[config.mk]
export PLATFORM = sky130hd
export DESIGN_NAME = rifl_axis_rr_arbiter
export DESIGN_NICKNAME = d
export VERILOG_FILES = /design/src/rtl/rifl_arb_pkg.sv /design/src/rtl/rifl_rr_pick.sv /design/src/rtl/rifl_axis_rr_arbiter.sv
export SDC_FILE = /design/constraint.sdc
export NUM_CORES = 1
export LEC_CHECK = 0
export BUFFER_PORTS_ARGS = -buffer_cell sky130_fd_sc_hd__clkbuf_2
export CORE_MARGIN = 4
export CORE_UTILIZATION = 44
export CTS_CLUSTER_DIAMETER = 40
export DETAILED_ROUTE_END_ITERATION = 8
export PLACE_DENSITY = 0.82
export SYNTH_ARGS = -nofsm -noshare
export SYNTH_HDL_FRONTEND = slang
export SYNTH_SLANG_ARGS = --single-unit
[constraint.sdc]
create_clock -name clk -period 5.3 [get_ports clk]
set_input_delay 0.53 -clock clk [delete_from_list [all_inputs] [get_ports clk]]
set_output_delay 0.53 -clock clk [all_outputs]
set_load 0.02 [all_outputs]
[src/rtl/rifl_arb_pkg.sv]
// Shared types and helpers for the RIFL stream arbiters.
// Holds the arbiter state encoding and the modulo-N pointer advance.
package rifl_arb_pkg;

    // Two-state packet lock: IDLE means no packet is open.
    // LOCKED means the granted source owns the output until its tlast beat.
    typedef enum logic {
        ARB_IDLE   = 1'b0,
        ARB_LOCKED = 1'b1
    } arb_state_t;

    // Advance a round-robin pointer by one, wrapping at n.
    // The wrap uses an explicit compare, so n does not have to be a power of two.
    function automatic int unsigned rr_next(input int unsigned ptr, input int unsigned n);
        if (ptr + 32'd1 >= n) begin
            return 32'd0;
        end
        return ptr + 32'd1;
    endfunction

endpackage

[src/rtl/rifl_rr_pick.sv]
// Combinational rotating priority encoder.
// It returns the first requester found by scanning from ptr upward, modulo N_SRC.
// It has no state, so other RIFL schedulers can reuse it.
module rifl_rr_pick
    import rifl_arb_pkg::*;
#(
    parameter int N_SRC = 4,
    parameter int IDW   = $clog2(N_SRC)
) (
    input  logic [N_SRC-1:0] req,
    input  logic [IDW-1:0]   ptr,
    output logic [IDW-1:0]   idx,
    output logic             found
);

    int unsigned cand;

    // Scan ptr, ptr+1, ... with wrap, and latch the first active request.
    always_comb begin
        idx   = '0;
        found = 1'b0;
        cand  = 32'(ptr);
        for (int k = 0; k < N_SRC; k++) begin
            if (!found && req[cand[IDW-1:0]]) begin
                idx   = cand[IDW-1:0];
                found = 1'b1;
            end
            cand = rr_next(cand, N_SRC);
        end
    end

endmodule

[src/rtl/rifl_axis_rr_arbiter.sv]
// Packet-atomic round-robin merge of N_SRC AXI-Stream sources into one registered output.
// A winning source keeps the grant until its tlast beat is accepted.
// m_axis_tid carries the index of the source that produced each beat.
module rifl_axis_rr_arbiter
    import rifl_arb_pkg::*;
#(
    parameter int N_SRC  = 4,
    parameter int DWIDTH = 32,
    parameter int IDW    = $clog2(N_SRC)
) (
    input  logic                        clk,
    input  logic                        rst,
    input  logic [N_SRC*DWIDTH-1:0]     s_axis_tdata,
    input  logic [N_SRC*DWIDTH/8-1:0]   s_axis_tkeep,
    input  logic [N_SRC-1:0]            s_axis_tlast,
    input  logic [N_SRC-1:0]            s_axis_tvalid,
    output logic [N_SRC-1:0]            s_axis_tready,
    output logic [DWIDTH-1:0]           m_axis_tdata,
    output logic [DWIDTH/8-1:0]         m_axis_tkeep,
    output logic                        m_axis_tlast,
    output logic [IDW-1:0]              m_axis_tid,
    output logic                        m_axis_tvalid,
    input  logic                        m_axis_tready,
    output logic                        locked
);

    localparam int KW = DWIDTH / 8;

    arb_state_t        r_state;
    arb_state_t        w_stateNext;
    logic [IDW-1:0]    r_ptr;
    logic [IDW-1:0]    w_ptrNext;
    logic [IDW-1:0]    r_grant;
    logic [IDW-1:0]    w_grantNext;

    logic [IDW-1:0]    w_pickIdx;
    logic              w_pickFound;
    logic [IDW-1:0]    w_sel;
    logic              w_selFound;
    logic              w_stageRdy;
    logic              w_acc;

    logic [DWIDTH-1:0] w_selData;
    logic [KW-1:0]     w_selKeep;
    logic              w_selLast;
    logic              w_selValid;

    logic [DWIDTH-1:0] r_mData;
    logic [KW-1:0]     r_mKeep;
    logic              r_mLast;
    logic [IDW-1:0]    r_mTid;
    logic              r_mValid;

    // Rotating search over the valid lines. It is used only while no packet is open.
    rifl_rr_pick #(
        .N_SRC (N_SRC),
        .IDW   (IDW)
    ) u_pick (
        .req   (s_axis_tvalid),
        .ptr   (r_ptr),
        .idx   (w_pickIdx),
        .found (w_pickFound)
    );

    // The output register can take a beat when it is empty or is being drained this cycle.
    assign w_stageRdy = m_axis_tready | ~r_mValid;

    // Pick the serviced source.
    // While locked, the grant is held even if its valid drops, so packets never interleave.
    always_comb begin
        w_sel      = w_pickIdx;
        w_selFound = w_pickFound;
        if (r_state == ARB_LOCKED) begin
            w_sel      = r_grant;
            w_selFound = 1'b1;
        end
    end

    // Route the selected source's beat toward the output register.
    always_comb begin
        w_selData  = '0;
        w_selKeep  = '0;
        w_selLast  = 1'b0;
        w_selValid = 1'b0;
        for (int i = 0; i < N_SRC; i++) begin
            if (w_sel == IDW'(i)) begin
                w_selData  = s_axis_tdata[i*DWIDTH +: DWIDTH];
                w_selKeep  = s_axis_tkeep[i*KW +: KW];
                w_selLast  = s_axis_tlast[i];
                w_selValid = s_axis_tvalid[i];
            end
        end
    end

    // Drive ready to the selected source only. All ready bits stay low while reset is held.
    always_comb begin
        s_axis_tready = '0;
        for (int i = 0; i < N_SRC; i++) begin
            if (!rst && w_stageRdy && w_selFound && (w_sel == IDW'(i))) begin
                s_axis_tready[i] = 1'b1;
            end
        end
    end

    assign w_acc = w_selValid & w_stageRdy & w_selFound & ~rst;

    // Next-state logic.
    // A non-last beat from IDLE opens a packet.
    // Any tlast beat closes the packet and moves priority past the sender.
    always_comb begin
        w_stateNext = r_state;
        w_ptrNext   = r_ptr;
        w_grantNext = r_grant;
        case (r_state)
            ARB_IDLE: begin
                if (w_acc) begin
                    if (w_selLast) begin
                        w_ptrNext = IDW'(rr_next(32'(w_sel), N_SRC));
                    end else begin
                        w_stateNext = ARB_LOCKED;
                        w_grantNext = w_sel;
                    end
                end
            end
            ARB_LOCKED: begin
                if (w_acc && w_selLast) begin
                    w_stateNext = ARB_IDLE;
                    w_ptrNext   = IDW'(rr_next(32'(r_grant), N_SRC));
                end
            end
            default: begin
                w_stateNext = ARB_IDLE;
            end
        endcase
    end

    // Arbitration state registers. An asynchronous reset drops any open packet.
    always_ff @(posedge clk or posedge rst) begin
        if (rst) begin
            r_state <= ARB_IDLE;
            r_ptr   <= '0;
            r_grant <= '0;
        end else begin
            r_state <= w_stateNext;
            r_ptr   <= w_ptrNext;
            r_grant <= w_grantNext;
        end
    end

    // Output stage.
    // Load on accept, clear valid when the beat drains, and hold everything while stalled.
    always_ff @(posedge clk or posedge rst) begin
        if (rst) begin
            r_mData  <= '0;
            r_mKeep  <= '0;
            r_mLast  <= 1'b0;
            r_mTid   <= '0;
            r_mValid <= 1'b0;
        end else if (w_acc) begin
            r_mData  <= w_selData;
            r_mKeep  <= w_selKeep;
            r_mLast  <= w_selLast;
            r_mTid   <= w_sel;
            r_mValid <= 1'b1;
        end else if (m_axis_tready) begin
            r_mValid <= 1'b0;
        end
    end

    assign m_axis_tdata  = r_mData;
    assign m_axis_tkeep  = r_mKeep;
    assign m_axis_tlast  = r_mLast;
    assign m_axis_tid    = r_mTid;
    assign m_axis_tvalid = r_mValid;
    assign locked        = (r_state == ARB_LOCKED);

endmodule

==> run metrics, run 1 <==
R2R cell count=15; Worst Hold Margin=331 ps; Post-synth ARST share=1.00; RSZ-0062 raised after global routing=false; CTS max path bufs=2; mean post-synth cell area=8.16 um2; CP arrival=5020 ps; DRC viols=0; placed insts=669; Yosys reg bits=45; starting density of the core=0.451; synthesized instance count=401; layout cells sized above 1=0.394; crit-path cells=inv_1 -> ha_1 -> mux4_2 -> nor4_4 -> a21oi_1 -> o41a_1 -> a21oi_1 -> ha_2 -> buf_4 -> nor2b_2 -> buf_4 -> a221oi_1 -> nor3_1 -> a21oi_1 -> a21oi_1; FMAX=207 MHz; Top cell by count, worst path=a21oi_1; Worst-Margin Slew=663 ps; ANT nets after route=0; n_diodes=0; mapped cell area=3270 um2; dpl hpwl=8.68 mm; clock sink count=45; CP Max Fanout=38; status=complete, no violations; CP Data Required Time=5480 ps; CTS Buf Count=5; Routed WL per cell=16.3 um; Fin. Hold Viols=0; largest net degree at the start of global routing=79; yosys synthesis warning count=0; minimum clock period=4840 ps; Setup-failing EPs final=0; initial antenna violation count=0; Netlist cell types=43; via count of the first global-routing pass=3620; Static Leak=2.14 nW; Root Buffer=clkbuf_8; synthesized net count=563; most common cell after layout, fill and taps aside=clkbuf_2; H-tree Lvls=2; clk_lat worst skew=300 ps; hold buffer count at CTS=0; Clock Pin Slew Worst Setup and Hold Paths=90 ps; pwr/cell area=952 nW/um2; CP max stage delay=670 ps; GPL Wtd Cong=0.914; drt first pass iters=5; Max-Cap Viols=0; Cell Count, Final, Fillers Out=677; Die Footprint=8880 um2; area grow syn2layout=35.9%; IO buf count=199; DP Worst Slack=471 ps; clock skew=6.25 ps; DRT iter0 DRCs=236; layout net count=739; post-cts resize count=0; num ports=200; first-pass GRT wire length=17.3 mm; global router's overall resource usage=0.247; GRT overflow=0; most frequent cells in the layout=clkbuf_2, a21oi_1, nor2_1; Slew Viols, Final=0; Buf/Inv on CP=3; Die Span Y=94.2 um; Worst path slowest cell=dfrtp_1; Rows=31; peak supply drop=0.437 mV; worst hold path type=in2async; WP depth=15; Post-synth EDFFs=0; setup tns final=0 ps; Crit. End Element=register; post-CTS setup buffer count=0; vias per cell=5.54; kind of critical path=reg2reg; crit path launch type=register; sequential element share of the synthesized area=0.344; via count=3751; PnR worst setup slack=464 ps; core area=7250 um2; post-route core utilization=0.613; Top FF cell, synth=dfrtp_1; die extent in x=94.2 um; final WL=11.0 mm; critical path's top delay family=compound AO/OA/AOI/OAI gates; CTS tree=built; period utilisation layout=0.912; Rel. slew slack=0.547
## cells in the mapped netlist, types with 7 or more instances
| cell type | number | share of area |
|---|---|---|
| nor2b_1 | 36 | 0.069 |
| and2_1 | 10 | 0.019 |
| dfrtp_1 | 45 | 0.34 |
| nand2_1 | 8 | 0.0092 |
| a221oi_1 | 37 | 0.099 |
| a21oi_1 | 83 | 0.13 |
| nor3_1 | 36 | 0.055 |
| nor2_1 | 48 | 0.055 |
| inv_1 | 7 | 0.0080 |
| ha_1 | 7 | 0.027 |
| clkbuf_1 | 24 | 0.028 |
| buf_2 | 7 | 0.011 |
## layer usage
| layer | share of wire | GRT usage |
|---|---|---|
| met5 | 0 | 0 |
| met4 | 0.034 | 0.103 |
| met3 | 0.079 | 0.0609 |
| met1 | 0.39 | 0.302 |
| met2 | 0.50 | 0.413 |
## power by group
group	switching, mW	internal (mW)	total [mW]
Combinational	1.95	1.28	3.23
Clock	0.126	0.190	0.316
Sequential	0.144	0.543	0.688
Total	2.22	2.02	4.23
## cell families (layout without fill, tap and decap cells)
family | count (synthesis) | after routing | share of synthesized area
flip-flops | 45 | 45 | 0.344
adder cells (fa/ha/maj) | 7 | 7 | 0.0268
buffers and inverters | 45 | 222 | 0.0577
multiplexers | 8 | 8 | 0.0367
AO/OA/AOI/OAI | 143 | 143 | 0.290
AND/OR/NAND/NOR | 153 | 153 | 0.244
## worst paths after layout
path,endpoint,from,slack (ps)
max reg2reg,m_axis_tdata[17],r_ptr[0],460
min reg2reg,m_axis_tid[0],m_axis_tid[0],530
min in group clk,m_axis_tkeep[2],s_axis_tkeep[14],520
min,m_axis_tdata[23],rst,330
max,m_axis_tdata[17],r_ptr[0],460
max in group asynchronous,m_axis_tdata[29],rst,4570
## flip-flops by register name, summed over array words and instances, names as in the netlist, named ones only
signal and count:
r_ptr 2, m_axis_tid 2, m_axis_tvalid 1, m_axis_tlast 1
m_axis_tkeep 4, m_axis_tdata 32, r_grant 2
## final cells by class
| class | instances | area (um2) |
|---|---|---|
| clock buffers | 5 | 68.8 |
| clock inverters | 3 | 68.8 |
| well taps | 99 | 124 |
| repair buffers | 206 | 1060 |
| flip-flops and latches | 45 | 1130 |
| fillers | 688 | 2810 |
| inverters | 8 | 30.0 |
| multi-input cells | 311 | 1970 |
## stage by stage
step           total power, mW  instance area, um2
3_5_place_dp              3.92                4310
3_3_place_gp              3.82                4310
6_report                  4.23                4450
4_1_cts                   4.24                4450
5_1_grt                   4.67                4450
2_1_floorplan             3.16                3270
## tightest hold or removal path, delay by kind of cell
kind | cells | cell delay [ps]
buffers and inverters | 3 | 570
(Power assumes the default switching activity.)
==> run 2: changes to the inputs <==
--- a/config.mk
+++ b/config.mk
@@ -7,10 +7,11 @@
 export LEC_CHECK = 0
 export BUFFER_PORTS_ARGS = -buffer_cell sky130_fd_sc_hd__clkbuf_2
 export CORE_MARGIN = 4
-export CORE_UTILIZATION = 44
+export CORE_UTILIZATION = 43
 export CTS_CLUSTER_DIAMETER = 40
 export DETAILED_ROUTE_END_ITERATION = 8
-export PLACE_DENSITY = 0.82
+export PLACE_DENSITY = 0.81
 export SYNTH_ARGS = -nofsm -noshare
 export SYNTH_HDL_FRONTEND = slang
+export SYNTH_HIERARCHICAL = 1
 export SYNTH_SLANG_ARGS = --single-unit
==> run 2 against run 1 <==
Net effect: setup slack better by 35 ps; register-to-register slack improved by 40 ps; clock power shrank 14%; first-iteration DRC count down 28%; die area fell by 0.59%; via count decreased by 5.0%; non-clock buffer count unchanged; clock-buffer cell count up 1; combinational power shrank 20%; utilization shrank 1.2 points; critical path depth is 2 lower; sequential share of layout area grew 0.65 points; critical path type unchanged.
==> run metrics, run 2 <==
total power=3.51 mW (was 4.23 mW); ANT nets after route=0 (unchanged); Slew Viols, Final=0 (unchanged); first-pass GRT wire length=16.5 mm (was 17.3 mm); largest cells by area after synthesis=dfrtp_1, a21oi_1, a221oi_1, nor2b_1, nor3_1 (unchanged); area grow syn2layout=36.4% (was 35.9%); Netlist cell types=44 (was 43); post-cts resize count=0 (unchanged); Static Leak=2.09 nW (was 2.14 nW); most frequent cells in the layout=clkbuf_2, a21oi_1, dfrtp_1 (was clkbuf_2, a21oi_1, nor2_1); Clock Pin Slew Worst Setup and Hold Paths=90 ps (about the same); worst hold path type=in2async (unchanged); num ports=200 (unchanged); CP max stage delay=690 ps (was 670 ps); cell taking the most area after synthesis=dfrtp_1 (unchanged); n_diodes=0 (unchanged); clock sink count=45 (unchanged); setup tns final=0 ps (unchanged); pwr/cell area=809 nW/um2 (was 952 nW/um2); H-tree Lvls=2 (unchanged); CP Data Required Time=5480 ps (about the same); FMAX=208 MHz (was 207 MHz); CTS tree=built (unchanged); clk_lat worst skew=300 ps (about the same); Setup-failing EPs final=0 (unchanged); drt first pass iters=4 (was 5); global router's overall resource usage=0.233 (was 0.247); Post-synth ARST share=1.00 (unchanged); crit path launch type=register (unchanged); max reg flops=32 (unchanged); fill count=656 (was 688); mapped cell area=3180 um2 (was 3270 um2); register-to-register setup slack=500 ps (was 460 ps); CTS Buf Count=5 (unchanged); PnR worst setup slack=499 ps (was 464 ps); die extent in x=94.0 um (was 94.2 um); final WL=10.3 mm (was 11.0 mm); most common cell after layout, fill and taps aside=clkbuf_2 (unchanged); dpl hpwl=8.05 mm (was 8.68 mm); cell with the most instances after synthesis=a21oi_1 (unchanged); layout cells sized above 1=0.411 (was 0.394); GRT overflow=0 (unchanged); GPL Wtd Cong=0.851 (was 0.914); Worst-Margin Slew=920 ps (was 663 ps); via count of the first global-routing pass=3501 (was 3620); core area=7210 um2 (was 7250 um2); DRT iter0 DRCs=171 (was 236); hold buffer count at CTS=0 (unchanged); synthesized net count=547 (was 563); Top FF cell, synth=dfrtp_1 (unchanged); Worst path slowest cell=mux4_4 (was dfrtp_1); top post-synthesis cells by count=a21oi_1, dfrtp_1, nor2_1 (was a21oi_1, nor2_1, dfrtp_1); starting density of the core=0.440 (was 0.451); period utilisation layout=0.906 (was 0.912); top cell type's share of synthesized area=0.354 (was 0.344); IO buf count=199 (unchanged); Die Footprint=8830 um2 (was 8880 um2); Rows=31 (unchanged); sequential element share of the synthesized area=0.354 (was 0.344); post-CTS setup buffer count=0 (unchanged); peak supply drop=0.435 mV (was 0.437 mV); post-route core utilization=0.601 (was 0.613); largest net degree at the start of global routing=67 (was 79); Rel. slew slack=0.386 (was 0.547); initial antenna violation count=0 (unchanged); Routed WL per cell=15.5 um (was 16.3 um); CP Max Fanout=65 (was 38); Die Span Y=94.0 um (was 94.2 um); crit-path cells=inv_1 -> ha_1 -> mux4_4 -> a41o_1 -> mux2i_1 -> inv_1 -> ha_1 -> nor2b_4 -> a21oi_1 -> nor3b_4 -> buf_4 -> nand2_1 -> mux2_2 (was inv_1 -> ha_1 -> mux4_2 -> nor4_4 -> a21oi_1 -> o41a_1 -> a21oi_1 -> ha_2 -> buf_4 -> nor2b_2 -> buf_4 -> a221oi_1 -> nor3_1 -> a21oi_1 -> a21oi_1); Crit. End Element=register (unchanged); Post-synth EDFFs=0 (unchanged); Max-Cap Viols=0 (unchanged); Fin. Hold Viols=0 (unchanged); CP arrival=4980 ps (was 5020 ps); DP Worst Slack=493 ps (was 471 ps); clock skew=9.11 ps (was 6.25 ps); kind of critical path=reg2reg (unchanged); yosys synthesis warning count=6 (was 0); status=complete, no violations (unchanged); DRC viols=0 (unchanged); CTS max path bufs=2 (unchanged); RSZ-0062 raised after global routing=false (unchanged); Yosys reg bits=45 (unchanged); mean post-synth cell area=8.29 um2 (was 8.16 um2); synthesized instance count=383 (was 401); minimum clock period=4800 ps (was 4840 ps); layout net count=725 (was 739); Root Buffer=clkbuf_8 (unchanged); vias per cell=5.39 (was 5.54); via count=3565 (was 3751)
==> run 2: cell count changes after synthesis, sizes merged, moves of 3 or more <==
cell    previous run  this run
clkbuf            24        29
nand2              8         5
mux2               2         6
and2              10         3
mux2i              3         7
nor2              48        44
buf               13         6
==> run 2: logic make-up after synthesis <==
group | after synthesis | synth area share
simple gates | 137 | 0.223
compound gates | 132 | 0.265
flops | 45 | 0.354
buf+inv | 44 | 0.0591
mux | 15 | 0.0607
fa+ha+maj | 9 | 0.0354
xor+xnor | 1 | 0.00276
==> run 2: worst paths after layout <==
check,from,end,cells after the start
max in group asynchronous,rst,m_axis_tdata[21],2
worst max register to register,r_ptr[1],r_ptr[1],13
worst max-delay path,r_ptr[1],r_ptr[1],13
min in group clk,s_axis_tdata[101],m_axis_tdata[5],3
worst min register to register,m_axis_tdata[0],m_axis_tdata[0],2
worst min-delay path,rst,m_axis_tvalid,2
==> run 2: final cells by class <==
type                    count  area (um2)  area share
clock buffers               6        82.6      0.0191
clock inverters             2        37.5     0.00866
inverters                   9        33.8     0.00779
multi-input cells         294        1880       0.434
flip-flops and latches     45        1130       0.260
well taps                  99         124      0.0286
repair buffers            206        1050       0.242
==> run 2: report_power, final <==
| part | total, mW | switching [mW] | internal (mW) |
|---|---|---|---|
| combinational | 2.58 | 1.53 | 1.04 |
| clock | 0.273 | 0.119 | 0.153 |
| sequential | 0.659 | 0.123 | 0.535 |
| total | 3.51 | 1.78 | 1.73 |
==> run 2: per-layer routing <==
metal	GRT usage	up-vias	wire length (um)
li1	-	1757	-
met1	0.282	1625	4060
met2	0.407	162	5200
met3	0.0553	21	777
met4	0.0710	0	233
met5	0	-	0
==> run 2: metrics by stage <==
stage | hold WS, ps | cells | area [um2]
2_1_floorplan | 508 | 383 | 3180
3_3_place_gp | 508 | 653 | 4210
3_5_place_dp | 518 | 653 | 4210
4_1_cts | 486 | 661 | 4330
5_1_grt | 528 | 661 | 4330
6_report | 446 | 661 | 4330
==> run 2: critical path, delay by kind of cell (launching register included) <==
family                     cells  cell delay, ps
muxes                          3            1360
adders and majority gates      2             960
buffers and inverters          3             870
and+or+nand+nor                3             680
DFF                            1             450
AOI/OAI and AO/OA              2             360
==> run 3: changes to the inputs <==
--- a/config.mk
+++ b/config.mk
@@ -8,6 +8,7 @@
 export BUFFER_PORTS_ARGS = -buffer_cell sky130_fd_sc_hd__clkbuf_2
 export CORE_MARGIN = 4
 export CORE_UTILIZATION = 43
+export CTS_BUF_LIST = sky130_fd_sc_hd__clkbuf_16
 export CTS_CLUSTER_DIAMETER = 40
 export DETAILED_ROUTE_END_ITERATION = 8
 export PLACE_DENSITY = 0.81
==> constraint.sdc (replaced) <==
create_clock -name clk -period 5.3 [get_ports clk]
set_input_delay 0.265 -clock clk [delete_from_list [all_inputs] [get_ports clk]]
set_output_delay 0.265 -clock clk [all_outputs]
set_load 0.02 [all_outputs]
==> run 3 against run 2 <==
Net effect: worst hold slack lost 240 ps; sequential power grew 1%; setup slack gained 64 ps; sequential share of layout area shrank 0.21 points; first-iteration DRC count shrank 15%; critical path depth is the same; power grew 2.2%; register-to-register slack gained 60 ps; combinational power is essentially flat; clock-buffer cell count shrank 1; maximum frequency grew 1.4%; critical path type unchanged; largest cell class unchanged; highest routed layer unchanged.
==> run metrics, run 3 (synthesis gave the netlist of run 2 again) <==
status=complete, no violations (unchanged); clock skew=4.04 ps (was 9.11 ps); die extent in x=94.0 um (unchanged); placed cell area=4210 um2 (about the same); worst flop-to-flop path startpoint=r_ptr[0] (was r_ptr[1]); crit path launch type=register (unchanged); Max-Cap Viols=0 (unchanged); Routed WL per cell=15.5 um (about the same); starting density of the core=0.440 (unchanged); CP max stage delay=690 ps (about the same); Rows=31 (unchanged); fill count=664 (was 656); CP arrival=4890 ps (was 4980 ps); CP Data Required Time=5450 ps (was 5480 ps); Die Footprint=8830 um2 (unchanged); Static Leak=2.11 nW (was 2.09 nW); grt peak-use layer=met2 (unchanged); most frequent cells in the layout=clkbuf_2, a21oi_1, dfrtp_1 (unchanged); area grow syn2layout=37.5% (was 36.4%); met1 Use GR=0.284 (was 0.282); minimum clock period=4740 ps (was 4800 ps); num ports=200 (unchanged); kind of critical path=reg2reg (unchanged); setup tns final=0 ps (unchanged); total power=3.58 mW (was 3.51 mW); core area=7210 um2 (unchanged); hold buffer count at CTS=0 (unchanged); RSZ-0062 raised after global routing=false (unchanged); Final Cell Area=4370 um2 (was 4330 um2); IO buf count=199 (unchanged); R2R Path End=r_grant[0] (was r_ptr[1]); Worst path slowest cell=dfrtp_1 (was mux4_4); PnR worst setup slack=563 ps (was 499 ps); Fin. Hold Viols=0 (unchanged); DRT iter0 DRCs=146 (was 171); FMAX=211 MHz (was 208 MHz); R2R cell count=13 (unchanged); GR Layer Usage met2=0.409 (was 0.407); GRT overflow=0 (unchanged); CTS Buf Count=5 (unchanged); Setup-failing EPs final=0 (unchanged); Die Span Y=94.0 um (unchanged); CTS tree=built (unchanged); most common cell after layout, fill and taps aside=clkbuf_2 (unchanged); layout net count=724 (was 725); via count=3566 (was 3565); Worst-Margin Slew=932 ps (was 920 ps); GPL Wtd Cong=0.898 (was 0.851); CP Max Fanout=36 (was 65); layout cells sized above 1=0.406 (was 0.411); H-tree Lvls=2 (unchanged); drt first pass iters=4 (unchanged); dpl hpwl=8.09 mm (was 8.05 mm); clk_lat worst skew=270 ps (was 300 ps); ANT nets after route=0 (unchanged); DP Worst Slack=574 ps (was 493 ps); post-CTS setup buffer count=0 (unchanged); via count of the first global-routing pass=3560 (was 3501); clock sink count=45 (unchanged); pwr/cell area=820 nW/um2 (was 809 nW/um2); Slew Viols, Final=0 (unchanged); vias per cell=5.40 (was 5.39); post-cts resize count=0 (unchanged); DRC viols=0 (unchanged); Root Buffer=clkbuf_16 (was clkbuf_8); Clock Pin Slew Worst Setup and Hold Paths=60 ps (was 90 ps); worst hold path type=in2async (unchanged); max reg flops=32 (unchanged); met3 usage=0.0425 (was 0.0553); Rel. slew slack=0.377 (was 0.386); period utilisation layout=0.894 (was 0.906); critical path's top delay family=multiplexers (unchanged); initial antenna violation count=0 (unchanged); Crit. End Element=register (unchanged); final WL=10.2 mm (was 10.3 mm); CTS max path bufs=2 (unchanged); first-pass GRT wire length=16.6 mm (was 16.5 mm); global router's overall resource usage=0.230 (was 0.233); n_diodes=0 (unchanged); crit-path cells=inv_1 -> ha_1 -> mux4_4 -> a41o_1 -> mux2i_1 -> inv_1 -> ha_1 -> nor2b_4 -> buf_4 -> a22oi_1 -> a21oi_1 -> or3b_1 -> mux2_1 (was inv_1 -> ha_1 -> mux4_4 -> a41o_1 -> mux2i_1 -> inv_1 -> ha_1 -> nor2b_4 -> a21oi_1 -> nor3b_4 -> buf_4 -> nand2_1 -> mux2_2); peak supply drop=0.338 mV (was 0.435 mV); largest net degree at the start of global routing=67 (unchanged); post-route core utilization=0.606 (was 0.601); Buf/Inv on CP=3 (unchanged); register-to-register setup slack=560 ps (was 500 ps)
[run 3: cell types whose count changed in the layout (fill, tap and decap cells not counted)]
cell | previous run | this run
inv_1 | 8 | 9
clkbuf_8 | 6 | 0
buf_4 | 7 | 6
clkinv_1 | 0 | 1
clkbuf_16 | 0 | 5
clkinvlp_4 | 1 | 0
[run 3: metrics by stage]
| step | instances | hold slack (ps) |
|---|---|---|
| 2_1_floorplan | 383 | 473 |
| 6_report | 660 | 204 |
| 3_3_place_gp | 652 | 508 |
| 3_5_place_dp | 652 | 520 |
| 5_1_grt | 660 | 301 |
| 4_1_cts | 660 | 254 |
[run 3: power by group]
part / leakage (nW) / switching, mW / internal [mW]
Clock: 0.0826 / 0.117 / 0.219
Sequential: 0.511 / 0.132 / 0.536
Combinational: 1.51 / 1.54 / 1.04
Total: 2.11 / 1.79 / 1.79
[run 3: cell type report]
class | count | area, um2 | area share
tap | 99 | 124 | 0.0284
inverter | 9 | 33.8 | 0.00773
clock inverter | 3 | 37.5 | 0.00859
multi-input combinational | 294 | 1880 | 0.431
sequential | 45 | 1130 | 0.258
timing repair buffer | 205 | 1040 | 0.238
clock buffer | 5 | 125 | 0.0286
[run 3: worst max path at each step]
stage,start,to,slack [ps],cells after the start
floorplan,r_ptr[0],r_grant[0],1290,18
finish,r_ptr[0],r_grant[0],560,13
detailed placement,r_ptr[0],r_grant[0],570,13
CTS,r_ptr[0],r_grant[0],560,13
global placement,r_ptr[0],r_grant[0],810,15
global route,r_ptr[0],r_grant[0],220,13
[run 3: routing by layer]
layer,routed length (um),share of wire,up-vias
met3,789,0.077,20
met4,189,0.018,0
met1,4030,0.39,1626
met2,5230,0.51,165
li1,-,-,1755
met5,0,0,-
